==> src/rtl/step_sequencer_if.sv <==
// Control/status bundle between the time-pulse generator side and the step sequencer.
interface step_sequencer_if;
  logic       CP;
  logic [3:0] Sublevel;
  logic       RUN;
  logic       MODE;
  logic       CLR;
  logic [3:0] Step;
  logic       Wrap;
  logic [7:0] Cycles;
  logic [1:0] State;

  modport master (
    output CP, Sublevel, RUN, MODE, CLR,
    input  Step, Wrap, Cycles, State
  );

  modport slave (
    input  CP, Sublevel, RUN, MODE, CLR,
    output Step, Wrap, Cycles, State
  );
endinterface

==> src/rtl/step_sequencer.sv <==
// Ramp/triangle step sequencer advanced by rising edges of CP, with hold,
// clear, per-period limit latching and a saturating period counter.
module step_sequencer (
  input  logic              CLK,
  input  logic              RST,
  step_sequencer_if.slave   bus
);

  typedef enum logic [1:0] {
    IDLE = 2'b00,
    UP   = 2'b01,
    DOWN = 2'b10,
    HOLD = 2'b11
  } state_t;

  state_t     state_q, state_d;
  logic [3:0] step_q, step_d;
  logic [3:0] lim_q, lim_d;
  logic       mode_q, mode_d;
  logic       dn_q, dn_d;
  logic       wrap_q, wrap_d;
  logic [7:0] cycles_q, cycles_d;
  logic       cp_q;
  logic       cp_edge;
  logic       bump;
  logic       relatch;

  assign cp_edge = bus.CP & ~cp_q;

  always_ff @(posedge CLK or negedge RST) begin
    if (!RST) begin
      state_q  <= IDLE;
      step_q   <= '0;
      lim_q    <= '0;
      mode_q   <= 1'b0;
      dn_q     <= 1'b0;
      wrap_q   <= 1'b0;
      cycles_q <= '0;
      cp_q     <= 1'b0;
    end else begin
      state_q  <= state_d;
      step_q   <= step_d;
      lim_q    <= lim_d;
      mode_q   <= mode_d;
      dn_q     <= dn_d;
      wrap_q   <= wrap_d;
      cycles_q <= cycles_d;
      cp_q     <= bus.CP;
    end
  end

  always_comb begin
    state_d  = state_q;
    step_d   = step_q;
    lim_d    = lim_q;
    mode_d   = mode_q;
    dn_d     = dn_q;
    wrap_d   = 1'b0;
    cycles_d = cycles_q;
    bump     = 1'b0;
    relatch  = 1'b0;

    if (bus.CLR) begin
      state_d  = IDLE;
      step_d   = '0;
      cycles_d = '0;
      dn_d     = 1'b0;
    end else begin
      case (state_q)
        IDLE: begin
          step_d = '0;
          if (bus.RUN) begin
            state_d = UP;
            relatch = 1'b1;
          end
        end
        UP: begin
          if (!bus.RUN) begin
            state_d = HOLD;
            dn_d    = 1'b0;
          end else if (cp_edge) begin
            if (step_q < lim_q) begin
              step_d = step_q + 4'd1;
            end else if (!mode_q || (lim_q <= 4'd1)) begin
              // A triangle with lim=1 peaks then lands straight on 0, so it
              // closes the period here instead of entering DOWN at step 0.
              step_d = '0;
              bump   = 1'b1;
            end else begin
              step_d  = lim_q - 4'd1;
              state_d = DOWN;
            end
          end
        end
        DOWN: begin
          if (!bus.RUN) begin
            state_d = HOLD;
            dn_d    = 1'b1;
          end else if (cp_edge) begin
            step_d = step_q - 4'd1;
            if (step_q == 4'd1) begin
              bump    = 1'b1;
              state_d = UP;
            end
          end
        end
        HOLD: begin
          if (bus.RUN) state_d = dn_q ? DOWN : UP;
        end
        default: state_d = IDLE;
      endcase
    end

    if (bump) begin
      wrap_d  = 1'b1;
      relatch = 1'b1;
      if (cycles_q != 8'hFF) cycles_d = cycles_q + 8'd1;
    end

    if (relatch) begin
      lim_d  = bus.Sublevel;
      mode_d = bus.MODE;
    end
  end

  assign bus.Step   = step_q;
  assign bus.Wrap   = wrap_q;
  assign bus.Cycles = cycles_q;
  assign bus.State  = state_q;

endmodule

==> src/flat_wrapper.sv <==
// flat-port wrapper written by rule: the top's interface ports become plain ports
module step_sequencer_flat 
  (CLK, RST, bus_CP, bus_Sublevel, bus_RUN, bus_MODE, bus_CLR, bus_Step, bus_Wrap, bus_Cycles, bus_State);
  step_sequencer_if bus_i ();
  input  logic CLK;
  input  logic RST;
  input wire logic [$bits(bus_i.CP)-1:0] bus_CP;
  input wire logic [$bits(bus_i.Sublevel)-1:0] bus_Sublevel;
  input wire logic [$bits(bus_i.RUN)-1:0] bus_RUN;
  input wire logic [$bits(bus_i.MODE)-1:0] bus_MODE;
  input wire logic [$bits(bus_i.CLR)-1:0] bus_CLR;
  output wire logic [$bits(bus_i.Step)-1:0] bus_Step;
  output wire logic [$bits(bus_i.Wrap)-1:0] bus_Wrap;
  output wire logic [$bits(bus_i.Cycles)-1:0] bus_Cycles;
  output wire logic [$bits(bus_i.State)-1:0] bus_State;
  assign bus_i.CP = bus_CP;
  assign bus_i.Sublevel = bus_Sublevel;
  assign bus_i.RUN = bus_RUN;
  assign bus_i.MODE = bus_MODE;
  assign bus_i.CLR = bus_CLR;
  assign bus_Step = bus_i.Step;
  assign bus_Wrap = bus_i.Wrap;
  assign bus_Cycles = bus_i.Cycles;
  assign bus_State = bus_i.State;
  step_sequencer u_core (.CLK(CLK), .RST(RST), .bus(bus_i));
endmodule
==> config.mk <==
export PLATFORM = sky130hd
export DESIGN_NAME = step_sequencer_flat
export DESIGN_NICKNAME = d
export VERILOG_FILES = /design/src/rtl/step_sequencer_if.sv /design/src/rtl/step_sequencer.sv /design/src/flat_wrapper.sv
export SDC_FILE = /design/constraint.sdc
export NUM_CORES = 1
export LEC_CHECK = 0
export ABC_AREA = 1
export BUFFER_PORTS_ARGS = -buffer_cell sky130_fd_sc_hd__buf_2
export CORE_ASPECT_RATIO = 1.5
export CORE_MARGIN = 2
export CORE_UTILIZATION = 41
export CTS_BUF_LIST = sky130_fd_sc_hd__clkbuf_16
export DETAILED_ROUTE_END_ITERATION = 6
export PLACE_DENSITY_LB_ADDON = 0.2
export SYNTH_ARGS = -nofsm -noshare
export SYNTH_HDL_FRONTEND = slang
export SYNTH_SLANG_ARGS = --single-unit
==> constraint.sdc <==
create_clock -name CLK -period 1.91 [get_ports CLK]
set_input_delay 0.0955 -clock CLK [delete_from_list [all_inputs] [get_ports CLK]]
set_output_delay 0.0955 -clock CLK [all_outputs]
set_load 0.02 [all_outputs]
==> key figures <==
Synthesis
  – Avg Cell Area, Syn: 7.20 um^2
  – Post-synth EDFFs: 0
  – Synth top area share: 0.320
  – Cell taking the most area after synthesis: dfrtp_1
  – Cell area after synthesis: 0.00172 mm^2
  – Synth warn: 0
  – Ys flop type: dfrtp_1
  – FF+latch count, synth: 22
  – Synth area leaders: dfrtp_1 32%, nand2_1 17%, ha_1 10%
  – Mapped Nets: between 200 and 300
  – Sequential share of the synthesized area: 0.320
  – Distinct cells, synth: 28
  – Cells after Synth: approximately 240
  – Post-synth ARST share: 1.00

Final layout
  – Fraction of layout cells with a size suffix above 1: 0.217
  – Final nets: 297
  – Finished layout cell area: between 0.002 and 0.0025 mm^2
  – Diode count: 0
  – Post-Route Utilization: 0.512
  – Layout area overhead: 18.9%

Setup path
  – CP Data Required Time: about 2.1 ns
  – CP most frequent cell: nand2_4
  – Crit path kind: flip-flop to flip-flop
  – Critical Path Stages: 10
  – Worst EP arrival: about 1.9 ns
  – Worst-path cell chain: inv_1, ha_1, a21oi_2, nand2_4, nand2_4, nand2_1, nand2_2, buf_4, nand3_1, o21ai_1
  – Crit path launch type: flip-flop
  – Crit. End Element: flip-flop
  – CP max stage delay: around 0.4 ns
  – Reg2Reg Depth: 10
  – Crit-path leading delay family: flip-flops
  – Critical-path top delay cell: dfrtp_1
  – WP buf/inv: 2
  – CP Max Fanout: 9

Floorplanning
  – FP Rows: 28
  – Die area: 0.00474 mm^2
  – Die Ht: between 80 and 90 um
  – Die Span X: around 57 um
  – Num ports: 25
  – Area of the core: approximately 0.0040 mm^2
  – Initial core utilization: 0.431

STA
  – Final setup vio count: 0
  – Slew @ Worst Pin: ~0.51 ns
  – Final Hold Fails: 0
  – WHS: approximately 0.027 ns
  – Setup TNS: 0 ns
  – Pins over their slew limit: 0
  – RSZ-0062 raised after global routing: false
  – Minimum clock period: around 1.7 ns
  – F_max: around 580 MHz
  – Crit share post-route: 0.904
  – Clk_skew: 0.00296 ns
  – Slew HR: 0.658

Power
  – Tot Pwr: between 2 and 3 mW
  – Pwr dens: ~1300 mW/mm^2
  – Leakage power: between 1 and 1.5 nW
  – Peak VDD IR: 0.711 mV

Drt
  – Vias per cell: 4.97
  – DRT Wirelength: around 3.8 mm
  – Remaining DRCs: 0
  – Wire per inst: between 10 and 15 um
  – DRT iter0 DRCs: 23
  – Antenna viol nets, final: 0
  – Via count: 1574
  – Drt first pass iters: 4

Placed design
  – Number of port buffers: 24
  – Post-DP HPWL: 2.99 mm
  – Placement Cell Area: 0.00192 mm^2
  – Placer Congestion: between 0.8 and 0.9

Global routing
  – Total grt overflow: 0
  – Overall Global Routing Usage: 0.170
  – Met2 usage: 0.308
  – Grt met3 use: 0.0140
  – First-pass GRT wire length: around 6.5 mm
  – Largest net degree at the start of global routing: 23
  – Initial antenna violation count: 0
  – Most used routing layer: met2
  – Met1 Use GR: 0.201
  – Vias in the first global route: 1506

Clocking
  – Clock Tree Root: clkbuf_16
  – Clock-pin slew on the worst setup and hold paths: roughly 0.060 ns
  – TritonCTS clock tree: done
  – Total CTS buffers: 3
  – CTS sink cnt: 22
  – # H-tree levels: 1
  – Clk_lat worst skew: 0.26 ns
  – Bufs on Longest Clock Path: 2

Job
  – MaxCap Viol Count: 0

Min path
  – Worst Hold Class: primary input to flip-flop
  – Hold-critical path depth: 3

Outcome
  – Outcome: finished clean
[cells in the final DEF, fill, tap and decap left out, types with 2 or more instances in the layout]
| cell type | synthesis | final |
|---|---|---|
| nand2_1 | 77 | 77 |
| xor2_1 | 4 | 4 |
| xnor2_1 | 2 | 2 |
| nand2_4 | 3 | 3 |
| buf_2 | 3 | 24 |
| nand4_1 | 3 | 3 |
| inv_1 | 22 | 22 |
| dfrtp_1 | 22 | 21 |
| o21bai_1 | 2 | 2 |
| nor3_2 | 3 | 3 |
| nor2_1 | 12 | 12 |
| inv_2 | 6 | 6 |
| clkbuf_16 | 0 | 3 |
| nand3_1 | 32 | 32 |
| buf_4 | 0 | 8 |
| ha_1 | 14 | 14 |
| nand2_2 | 6 | 6 |
| a21oi_1 | 3 | 3 |
| o21ai_0 | 10 | 10 |
| o211ai_1 | 2 | 2 |
| dlygate4sd3_1 | 0 | 2 |
| o21ai_1 | 3 | 3 |
[metrics by stage]
step,instances,setup slack (ns)
2_1_floorplan,239,0.160
3_3_place_gp,311,0.195
3_5_place_dp,311,0.184
4_1_cts,317,0.151
5_1_grt,317,0.0212
6_report,317,0.184
[worst min-delay path, cell delays in order]
cell	delay, ns
buf_2	0.08
nand2_1	0.04
nand2_1	0.04
[registers in the layout, indices dropped and copies added, names as in the netlist]
| name | cells |
|---|---|
| u_core.bus.State | 2 |
| u_core.bus.Step | 4 |
| u_core.bus.Wrap | 1 |
| u_core.dn_q | 1 |
| u_core.lim_q | 4 |
| u_core.mode_q | 1 |
| u_core.bus.Cycles | 8 |
| u_core.cp_q | 1 |
[timing repair]
action | CTS | global route
hold buffers | 2 | 0
buffers inserted | 0 | 0
resized for setup | 0 | 1
endpoints found under the hold margin | 23 | 0
setup endpoints to repair | 0 | 3
[per-layer routing]
| layer | vias up | wire length (um) | share of wire |
|---|---|---|---|
| met2 | 23 | 2000 | 0.52 |
| met4 | 0 | 70 | 0.018 |
| met1 | 708 | 1700 | 0.44 |
| li1 | 837 | - | - |
| met5 | - | 0 | 0 |
| met3 | 6 | 75 | 0.019 |
[worst paths after layout]
path / from / endpoint / slack [ns]
worst max-delay path: u_core.lim_q[3] / u_core.bus.Cycles[5] / 0.18
worst min-delay path: bus_Sublevel[3] / u_core.lim_q[3] / 0.03
worst max register to register: u_core.lim_q[3] / u_core.bus.Cycles[5] / 0.18
worst min register to register: u_core.lim_q[1] / u_core.lim_q[1] / 0.51
max in group asynchronous: RST / u_core.bus.State[1] / 1.20
min in group asynchronous: RST / u_core.bus.State[0] / 0.34
[area by class of cell]
type / instances / area (um^2)
inverters: 29 / 109
flip-flops and latches: 22 / 552
clock buffers: 3 / 75.1
multi-input cells: 183 / 1020
fillers: 419 / 1950
well taps: 45 / 56.3
repair buffers: 34 / 200
clock inverters: 1 / 30.0
[kinds of logic after synthesis]
kind of cell / Yosys count / share of synthesized area
xor gates and xnor gates: 6 / 0.0305
adders and majority gates: 14 / 0.102
AOI/OAI and AO/OA: 23 / 0.0829
DFF: 22 / 0.320
buffers and inverters: 34 / 0.0851
and+or+nand+nor: 140 / 0.380
[report_power, final]
group	internal [mW]	switching, mW
combinational	0.524	0.821
clock	0.417	0.187
sequential	0.566	0.108
total	1.51	1.12
[Yosys cell counts, types with 2 or more instances]
library cell  count
nand2_2           6
buf_2             3
o21ai_1           3
nand3_1          32
nand4_1           3
xor2_1            4
dfrtp_1          22
inv_2             6
ha_1             14
nor2_1           12
o211ai_1          2
a21oi_1           3
inv_1            22
buf_6             2
nand2_4           3
xnor2_1           2
nand2_1          77
o21ai_0          10
nor3_2            3
o21bai_1          2
Note: power is estimated with default switching activity, not from simulation.
